`config.mk`:
```
export PLATFORM = sky130hd
export DESIGN_NAME = single_fp_multiplier_flat
export DESIGN_NICKNAME = d
export VERILOG_FILES = /design/src/rtl/fp32_pkg.sv /design/src/rtl/single_fp_multiplier_if.sv /design/src/rtl/fp32_round.sv /design/src/rtl/single_fp_multiplier.sv /design/src/flat_wrapper.sv
export SDC_FILE = /design/constraint.sdc
export NUM_CORES = 2
export LEC_CHECK = 0
export ABC_AREA = 1
export BUFFER_PORTS_ARGS = -buffer_cell sky130_fd_sc_hd__clkbuf_2
export CAP_MARGIN = 20
export CORE_UTILIZATION = 55
export CTS_BUF_LIST = sky130_fd_sc_hd__clkbuf_16
export CTS_CLUSTER_DIAMETER = 120
export DETAILED_ROUTE_END_ITERATION = 12
export PLACE_DENSITY = 0.75
export SETUP_SLACK_MARGIN = 0.5
export SYNTH_ARGS = -nofsm -noshare
export SYNTH_HDL_FRONTEND = slang
export SYNTH_HIERARCHICAL = 1
export SYNTH_SLANG_ARGS = --single-unit
```
`constraint.sdc`:
```
create_clock -name clk -period 6.22 [get_ports clk]
set_input_delay 0.933 -clock clk [delete_from_list [all_inputs] [get_ports clk]]
set_output_delay 0.933 -clock clk [all_outputs]
set_load 0.005 [all_outputs]
```
`src/rtl/fp32_pkg.sv`:
```
// fp32_pkg: shared types and constants for the binary32 multiplier.
//   state_t  - multiplier FSM states, in processing order
//   BIAS     - exponent bias of binary32
//   EXP_MIN  - smallest unbiased exponent of a normal number
//   EXP_MAX  - largest unbiased exponent of a finite number
//   QNAN     - canonical quiet NaN returned for invalid operations
//   POS_INF  - positive infinity encoding
// Exponents are carried as 10-bit signed values. That width covers the full
// range of an unnormalised product, from about -300 up to 256.
package fp32_pkg;

  typedef enum logic [3:0] {
    GET_A,
    GET_B,
    UNPACK,
    SPECIAL,
    NORM_A,
    NORM_B,
    MUL_0,
    MUL_1,
    NORM_1,
    NORM_2,
    ROUND,
    PACK,
    PUT_Z
  } state_t;

  localparam logic signed [9:0] BIAS    = 10'sd127;
  localparam logic signed [9:0] EXP_MIN = -10'sd126;
  localparam logic signed [9:0] EXP_MAX = 10'sd127;
  localparam logic [31:0]       QNAN    = 32'h7FC0_0000;
  localparam logic [31:0]       POS_INF = 32'h7F80_0000;

endpackage

```
`src/rtl/single_fp_multiplier_if.sv`:
```
// single_fp_multiplier_if: operand and result handshakes of the multiplier.
//   input_a / input_a_stb / input_a_ack   operand A channel
//   input_b / input_b_stb / input_b_ack   operand B channel
//   output_z / output_z_stb / output_z_ack result channel
// Handshake rule, shared by all three channels: a word moves on a rising
// clock edge where both strobe and ack are high. The source keeps its data
// and strobe steady until that edge. The sink may raise ack whenever it is
// ready, and it drops ack in the cycle that follows the transfer.
// Modports:
//   master - producer/consumer side (drives operands, accepts result)
//   slave  - multiplier side
interface single_fp_multiplier_if;
  logic [31:0] input_a;
  logic        input_a_stb;
  logic        input_a_ack;
  logic [31:0] input_b;
  logic        input_b_stb;
  logic        input_b_ack;
  logic [31:0] output_z;
  logic        output_z_stb;
  logic        output_z_ack;

  modport master (
    output input_a, input_a_stb, input_b, input_b_stb, output_z_ack,
    input  input_a_ack, input_b_ack, output_z, output_z_stb
  );

  modport slave (
    input  input_a, input_a_stb, input_b, input_b_stb, output_z_ack,
    output input_a_ack, input_b_ack, output_z, output_z_stb
  );
endinterface

```
`src/rtl/fp32_round.sv`:
```
// fp32_round: round-to-nearest-even increment of a 24-bit significand.
//   m_in      significand before rounding (bit 23 = leading bit)
//   guard     first bit below the significand
//   round_bit second bit below the significand
//   sticky    OR of all remaining lower bits
//   m_out     rounded significand
//   exp_inc   high when rounding carried out of bit 23
module fp32_round (
  input  logic [23:0] m_in,
  input  logic        guard,
  input  logic        round_bit,
  input  logic        sticky,
  output logic [23:0] m_out,
  output logic        exp_inc
);

  logic inc;

  // An exact tie (guard only) rounds up only when the significand is odd.
  assign inc = guard & (round_bit | sticky | m_in[0]);

  always_comb begin
    m_out   = m_in;
    exp_inc = 1'b0;
    if (inc) begin
      if (m_in == 24'hFF_FFFF) begin
        // The carry gives 0x1000000. Renormalised, that is 1.0 with the
        // exponent one higher.
        m_out   = 24'h80_0000;
        exp_inc = 1'b1;
      end else begin
        m_out = m_in + 24'd1;
      end
    end
  end

endmodule

```
`src/rtl/single_fp_multiplier.sv`:
```
// single_fp_multiplier: multi-cycle IEEE-754 binary32 multiplier. It handles
// one operation at a time, accepting A, then B, and then presenting Z.
// Ports:
//   clk       system clock, rising edge
//   rst       synchronous active-high reset
//   bus       operand/result handshakes (single_fp_multiplier_if.slave)
//   state_dbg current FSM state
// Build option FLUSH_DENORM_EN: when defined, subnormal operands count as
// signed zero, and results below the normal range are packed as signed zero.
// When undefined, the design performs full gradual underflow.
module single_fp_multiplier
  import fp32_pkg::*;
(
  input  logic                   clk,
  input  logic                   rst,
  single_fp_multiplier_if.slave  bus,
  output state_t                 state_dbg
);

  state_t state, next_state;

  logic [31:0]       a, b, z;
  logic [23:0]       a_m, b_m, z_m;
  logic signed [9:0] a_e, b_e, z_e;
  logic              a_s, b_s, z_s;
  logic              guard, round_bit, sticky;
  logic [49:0]       product;
  logic              a_ack, b_ack, z_stb;

  // Operand classification, taken from the captured raw words
  logic a_nan, b_nan, a_inf, b_inf, a_zero, b_zero, special;
  logic [31:0] special_z;

  assign a_nan = (&a[30:23]) & (|a[22:0]);
  assign b_nan = (&b[30:23]) & (|b[22:0]);
  assign a_inf = (&a[30:23]) & ~(|a[22:0]);
  assign b_inf = (&b[30:23]) & ~(|b[22:0]);
`ifdef FLUSH_DENORM_EN
  assign a_zero = ~(|a[30:23]);
  assign b_zero = ~(|b[30:23]);
`else
  assign a_zero = ~(|a[30:0]);
  assign b_zero = ~(|b[30:0]);
`endif
  assign special = a_nan | b_nan | a_inf | b_inf | a_zero | b_zero;

  always_comb begin
    special_z = {a_s ^ b_s, 31'd0};
    if (a_nan || b_nan) begin
      special_z = QNAN;
    end else if (a_inf || b_inf) begin
      if (a_zero || b_zero) special_z = QNAN;
      else                  special_z = {a_s ^ b_s, POS_INF[30:0]};
    end
  end

  // Rounding and packing
  logic [23:0]       rnd_m;
  logic              rnd_inc;
  logic signed [9:0] pack_e;
  logic [31:0]       packed_z;

  fp32_round u_round (
    .m_in      (z_m),
    .guard     (guard),
    .round_bit (round_bit),
    .sticky    (sticky),
    .m_out     (rnd_m),
    .exp_inc   (rnd_inc)
  );

  always_comb begin
    pack_e   = z_e + BIAS;
    packed_z = {z_s, pack_e[7:0], z_m[22:0]};
    // At the minimum exponent without a leading one, the value is subnormal
    if (z_e == EXP_MIN && !z_m[23]) packed_z[30:23] = 8'h00;
`ifdef FLUSH_DENORM_EN
    if (z_e < EXP_MIN) packed_z = {z_s, 31'd0};
`endif
    if (z_e > EXP_MAX) packed_z = {z_s, POS_INF[30:0]};
  end

  // FSM state register
  always_ff @(posedge clk) begin
    if (rst) state <= GET_A;
    else     state <= next_state;
  end

  // FSM next-state logic
  always_comb begin
    next_state = state;
    case (state)
      GET_A:   if (a_ack && bus.input_a_stb) next_state = GET_B;
      GET_B:   if (b_ack && bus.input_b_stb) next_state = UNPACK;
      UNPACK:  next_state = SPECIAL;
      SPECIAL: next_state = special ? PUT_Z : NORM_A;
      NORM_A:  if (a_m[23]) next_state = NORM_B;
      NORM_B:  if (b_m[23]) next_state = MUL_0;
      MUL_0:   next_state = MUL_1;
      MUL_1:   next_state = NORM_1;
      NORM_1:  if (z_m[23]) next_state = NORM_2;
`ifdef FLUSH_DENORM_EN
      NORM_2:  next_state = ROUND;
`else
      NORM_2:  if (!(z_e < EXP_MIN)) next_state = ROUND;
`endif
      ROUND:   next_state = PACK;
      PACK:    next_state = PUT_Z;
      PUT_Z:   if (z_stb && bus.output_z_ack) next_state = GET_A;
      default: next_state = GET_A;
    endcase
  end

  // Datapath and handshake registers
  always_ff @(posedge clk) begin
    if (rst) begin
      a <= '0; b <= '0; z <= '0;
      a_m <= '0; b_m <= '0; z_m <= '0;
      a_e <= '0; b_e <= '0; z_e <= '0;
      a_s <= 1'b0; b_s <= 1'b0; z_s <= 1'b0;
      guard <= 1'b0; round_bit <= 1'b0; sticky <= 1'b0;
      product <= '0;
      a_ack <= 1'b0; b_ack <= 1'b0; z_stb <= 1'b0;
    end else begin
      // Each ack rises one cycle after its GET state is entered, and drops
      // on the accepting edge. The two GET states never overlap, so the
      // acks are never high together.
      a_ack <= (state == GET_A) && !(a_ack && bus.input_a_stb);
      b_ack <= (state == GET_B) && !(b_ack && bus.input_b_stb);
      z_stb <= (state == PUT_Z) && !(z_stb && bus.output_z_ack);

      case (state)
        GET_A: if (a_ack && bus.input_a_stb) a <= bus.input_a;
        GET_B: if (b_ack && bus.input_b_stb) b <= bus.input_b;
        UNPACK: begin
          a_m <= {1'b0, a[22:0]};
          b_m <= {1'b0, b[22:0]};
          a_e <= $signed({2'b00, a[30:23]}) - BIAS;
          b_e <= $signed({2'b00, b[30:23]}) - BIAS;
          a_s <= a[31];
          b_s <= b[31];
        end
        SPECIAL: begin
          z_s <= a_s ^ b_s;
          if (special) begin
            z <= special_z;
          end else begin
            // A subnormal has no hidden one and sits at the minimum exponent
            if (a[30:23] == 8'h00) a_e <= EXP_MIN;
            else                   a_m[23] <= 1'b1;
            if (b[30:23] == 8'h00) b_e <= EXP_MIN;
            else                   b_m[23] <= 1'b1;
          end
        end
        NORM_A: if (!a_m[23]) begin
          a_m <= a_m << 1;
          a_e <= a_e - 10'sd1;
        end
        NORM_B: if (!b_m[23]) begin
          b_m <= b_m << 1;
          b_e <= b_e - 10'sd1;
        end
        MUL_0: begin
          product <= 50'(a_m) * 50'(b_m) * 50'd4;
          z_e     <= a_e + b_e + 10'sd1;
        end
        MUL_1: begin
          z_m       <= product[49:26];
          guard     <= product[25];
          round_bit <= product[24];
          sticky    <= |product[23:0];
        end
        NORM_1: if (!z_m[23]) begin
          z_m       <= {z_m[22:0], guard};
          guard     <= round_bit;
          round_bit <= 1'b0;
          z_e       <= z_e - 10'sd1;
        end
`ifndef FLUSH_DENORM_EN
        NORM_2: if (z_e < EXP_MIN) begin
          z_m       <= z_m >> 1;
          guard     <= z_m[0];
          round_bit <= guard;
          sticky    <= sticky | round_bit;
          z_e       <= z_e + 10'sd1;
        end
`endif
        ROUND: begin
          z_m <= rnd_m;
          if (rnd_inc) z_e <= z_e + 10'sd1;
        end
        PACK: z <= packed_z;
        default: ;
      endcase
    end
  end

  assign bus.input_a_ack  = a_ack;
  assign bus.input_b_ack  = b_ack;
  assign bus.output_z     = z;
  assign bus.output_z_stb = z_stb;
  assign state_dbg        = state;

endmodule

```
`src/flat_wrapper.sv`:
```
// flat-port wrapper written by rule: the top's interface ports become plain ports
module single_fp_multiplier_flat import fp32_pkg::*;
  (clk, rst, state_dbg, bus_input_a, bus_input_a_stb, bus_input_b, bus_input_b_stb, bus_output_z_ack, bus_input_a_ack, bus_input_b_ack, bus_output_z, bus_output_z_stb);
  single_fp_multiplier_if bus_i ();
  input  logic clk;
  input  logic rst;
  output state_t state_dbg;
  input wire logic [$bits(bus_i.input_a)-1:0] bus_input_a;
  input wire logic [$bits(bus_i.input_a_stb)-1:0] bus_input_a_stb;
  input wire logic [$bits(bus_i.input_b)-1:0] bus_input_b;
  input wire logic [$bits(bus_i.input_b_stb)-1:0] bus_input_b_stb;
  input wire logic [$bits(bus_i.output_z_ack)-1:0] bus_output_z_ack;
  output wire logic [$bits(bus_i.input_a_ack)-1:0] bus_input_a_ack;
  output wire logic [$bits(bus_i.input_b_ack)-1:0] bus_input_b_ack;
  output wire logic [$bits(bus_i.output_z)-1:0] bus_output_z;
  output wire logic [$bits(bus_i.output_z_stb)-1:0] bus_output_z_stb;
  assign bus_i.input_a = bus_input_a;
  assign bus_i.input_a_stb = bus_input_a_stb;
  assign bus_i.input_b = bus_input_b;
  assign bus_i.input_b_stb = bus_input_b_stb;
  assign bus_i.output_z_ack = bus_output_z_ack;
  assign bus_input_a_ack = bus_i.input_a_ack;
  assign bus_input_b_ack = bus_i.input_b_ack;
  assign bus_output_z = bus_i.output_z;
  assign bus_output_z_stb = bus_i.output_z_stb;
  single_fp_multiplier u_core (.clk(clk), .rst(rst), .bus(bus_i), .state_dbg(state_dbg));
endmodule
```
==> metrics.txt <==
Tot GR Track Use 32.4%; Max Clock Freq 167 MHz; Syn Nets 5,744; DRC 0; R2R cell count 30; RSZ-0062 raised after global routing yes; vias per inst ~5.3; FF-to-FF End u_core/product[41]; routability cong. 0.960; Worst R2R Setup Slack 0.21 ns; total grt overflow 0; total CTS buffers 30; PwrDens 135 nW/um^2; maximum root-to-sink buffer count 3; Core Footprint 61,600 sq um; final antenna diode count 0; Synth cell types 49; largest net degree at the start of global routing 81; Worst Skew 0.0240 ns; largest fanout on the critical path 6; Setup Viol. Count Final 0; I/O Buffers 107; CP max stage delay roughly 0.54 ns; outcome completed; Setup WS post-layout 0.215 ns; standard-cell rows 91; DR iter-0 viols 2,563; CTS clk-pin slew, worst paths 0.06 ns; starting density of the core between 50 and 60%; RR Startpoint u_core/a_m[16]; Die Y around 250 microns; clock sink count 259; Post-Syn Instances 4,991; asr flop ratio synth 0%; root buf cell clkbuf_16; hold_buf cts 0; min cycle time layout 6.01 ns; layout cells sized above 1 16.8%; Hold Crit Class reg2reg; dpl hpwl 75,300 microns; die area between 60,000 and 70,000 sq um; Top cell by count, worst path nand2_1; slowest cell on the critical path fa_1; Avg WL per Cell 17.1 microns; Post-synth EDFFs 0; Pleak 22.2 nW; first-pass GRT wire length 164,000 microns; worst-margin pin slew 1.09 ns; DRT Pass-1 Iters 7; WP data required 6.72 ns; final core occ 65.7%; vias in the first global route roughly 32,000; Tcrit/Tclk final a little over nine tenths; Filler Cell Count 5,084; Hold Path Sink u_core/b_s; register bit count reported by yosys 259; Crit Path Category reg2reg; Slew Limit Headroom a little over a quarter; area delta synth->final 18.1%; CP endpoint kind flop; Synth Flop Type dfxtp_1; pins over their slew limit 0; H-tree levels 1; final hold viol count 0; Max Cap Viol 0; Syn Area/Cell roughly 6.9 sq um; Final #Nets between 5,000 and 6,000; CTS tree done; Hold Path Origin u_core/b[31]; routed vias 32,200; Seq/Total Area, Yosys 15.1%; Mapped Area 34,300 sq um; I/O pins 108; Final ANT Viol Nets 0; pre-CTS WS -0.147 ns; Worst Setup Start Kind flop; yosys warns 6; worst vdd ir 300 uV; Clock Latency Late Sink 0.60 ns; die width 252 microns; initial antenna violation count 0; Post-Route WL 104,000 microns; hold path depth 2; crit path DAT 6.50 ns
power breakdown:
part	total [mW]	switching, mW	internal (mW)
Clock	1.80	0.773	1.02
Combinational	1.67	1.13	0.538
Sequential	2.00	0.196	1.80
how the worst max path moves through the flow:
stage                               endpoint           start  cells past startpoint  slack, ns
after floorplan           u_core/product[44]   u_core/a_m[8]                     27       0.50
after global placement    u_core/product[32]   u_core/b_m[1]                     28       -0.1
after detailed placement  u_core/product[44]   u_core/b_m[9]                     24      -0.15
after CTS                 u_core/product[38]  u_core/a_m[17]                     30       0.34
after global routing      u_core/product[41]  u_core/a_m[16]                     27       0.03
final                     u_core/product[41]  u_core/a_m[16]                     30       0.21
what timing repair did:
item	in CTS	in global routing
endpoints found under the hold margin	0	0
endpoints found under the setup margin	36	37
pin swaps	98	156
gates resized for setup	302	247
gates cloned	8	3
setup buffers	72	46
routing by layer:
metal / wire [microns] / track usage (%) / part of all wire, % / vias to the layer above
li1: - / - / - / 15100
met1: 40400 / 40.5 / 39 / 15400
met2: 49800 / 56.4 / 48 / 1327
met3: 8060 / 4.46 / 7.8 / 334
met4: 5280 / 12.9 / 5.1 / 0
met5: 0 / 0 / 0 / -
cells in the final DEF (no fill, tap or decap), drive strengths merged, types with 2 or more instances in the layout:
cell type  count
buf          280
clkbuf       140
clkinvlp       3
or2            5
xnor2         12
o2111ai       20
nor4           3
ha           200
a22oi          2
clkinv        17
o21ai        194
fa           484
bufinv         3
a21o           3
xor2          35
nor3          21
o22ai          3
o31ai          3
nand2       1420
nand4         42
o21bai         9
inv         1272
a31oi         47
a21boi         2
nor2         327
dfxtp        259
nand3        138
nand3b         4
o211ai         2
a21oi        246
and3           4
through the flow:
stage | total power [mW] | hold slack, ns | TNS, ns | instance area, sq um | std cells
finish | 5.46 | 0.455 | 0 | 40500 | 6041
global placement | 3.62 | 0.444 | -0.125 | 36400 | 5856
detailed placement | 3.64 | 0.451 | -1.44 | 36500 | 5857
floorplan | 3.17 | 0.430 | 0 | 34500 | 4991
global route | 5.78 | 0.480 | 0 | 40500 | 6041
CTS | 5.45 | 0.461 | 0 | 39300 | 5992
worst max-delay path: cells and delay by family, from the launching register on:
family          cells  cell delay, ns
fa+ha+maj           8            3.68
buf+inv            10            0.86
simple gates       11            0.83
flops               1            0.35
compound gates      1            0.18
synth_stat cells (9+ instances only):
library cell  number  area, sq um
o21ai_1           17         85.1
fa_1             484         9690
a31oi_1           47          294
nand4_1           41          257
dfxtp_1          259         5180
a21oi_1          244         1220
o2111ai_1         20          175
nor2_1           313         1170
buf_1             10         37.5
buf_2             26          130
clkbuf_1         193          724
inv_2             15         56.3
xor2_1            35          307
nor3_1            20          100
inv_1           1253         4700
o21ai_0          177          886
xnor2_1           12          105
o21bai_1           9         67.6
nand2_1         1404         5270
nand2_2           13         81.3
ha_1             200         2500
nand3_1          134          671
flip-flops by register name, indices dropped and copies added, names as in the netlist:
register,cells
u_core/a_e,10
u_core/bus.output_z_stb,1
u_core/bus.output_z,32
u_core/a,32
u_core/b,32
u_core/a_m,24
u_core/a_s,1
u_core/b_s,1
u_core/bus.input_b_ack,1
u_core/state_dbg,4
u_core/guard,1
u_core/product,48
u_core/z_s,1
u_core/z_e,10
u_core/bus.input_a_ack,1
u_core/round_bit,1
u_core/z_m,24
u_core/b_e,10
u_core/sticky,1
u_core/b_m,24
cells by family (layout without fill, tap and decap cells):
logic type / count (synthesis) / after routing / share of synthesized area [%]
AO/OA/AOI/OAI: 533 / 533 / 8.41
XOR/XNOR: 47 / 47 / 1.20
adder cells (fa/ha/maj): 684 / 684 / 35.6
buffers and inverters: 1503 / 1716 / 16.6
flip-flops: 259 / 259 / 15.1
AND/OR/NAND/NOR: 1965 / 1965 / 23.1
layout make-up:
class	count	area, sq um	share of cell area (%)
Clock buffer	31	776	1.92
Tap cell	837	1050	2.59
Clock inverter	24	203	0.501
Sequential cell	259	5310	13.1
Multi-Input combinational cell	3229	24800	61.2
Inverter	1271	4780	11.8
Timing Repair Buffer	390	3570	8.82
(Power assumes the default switching activity.)
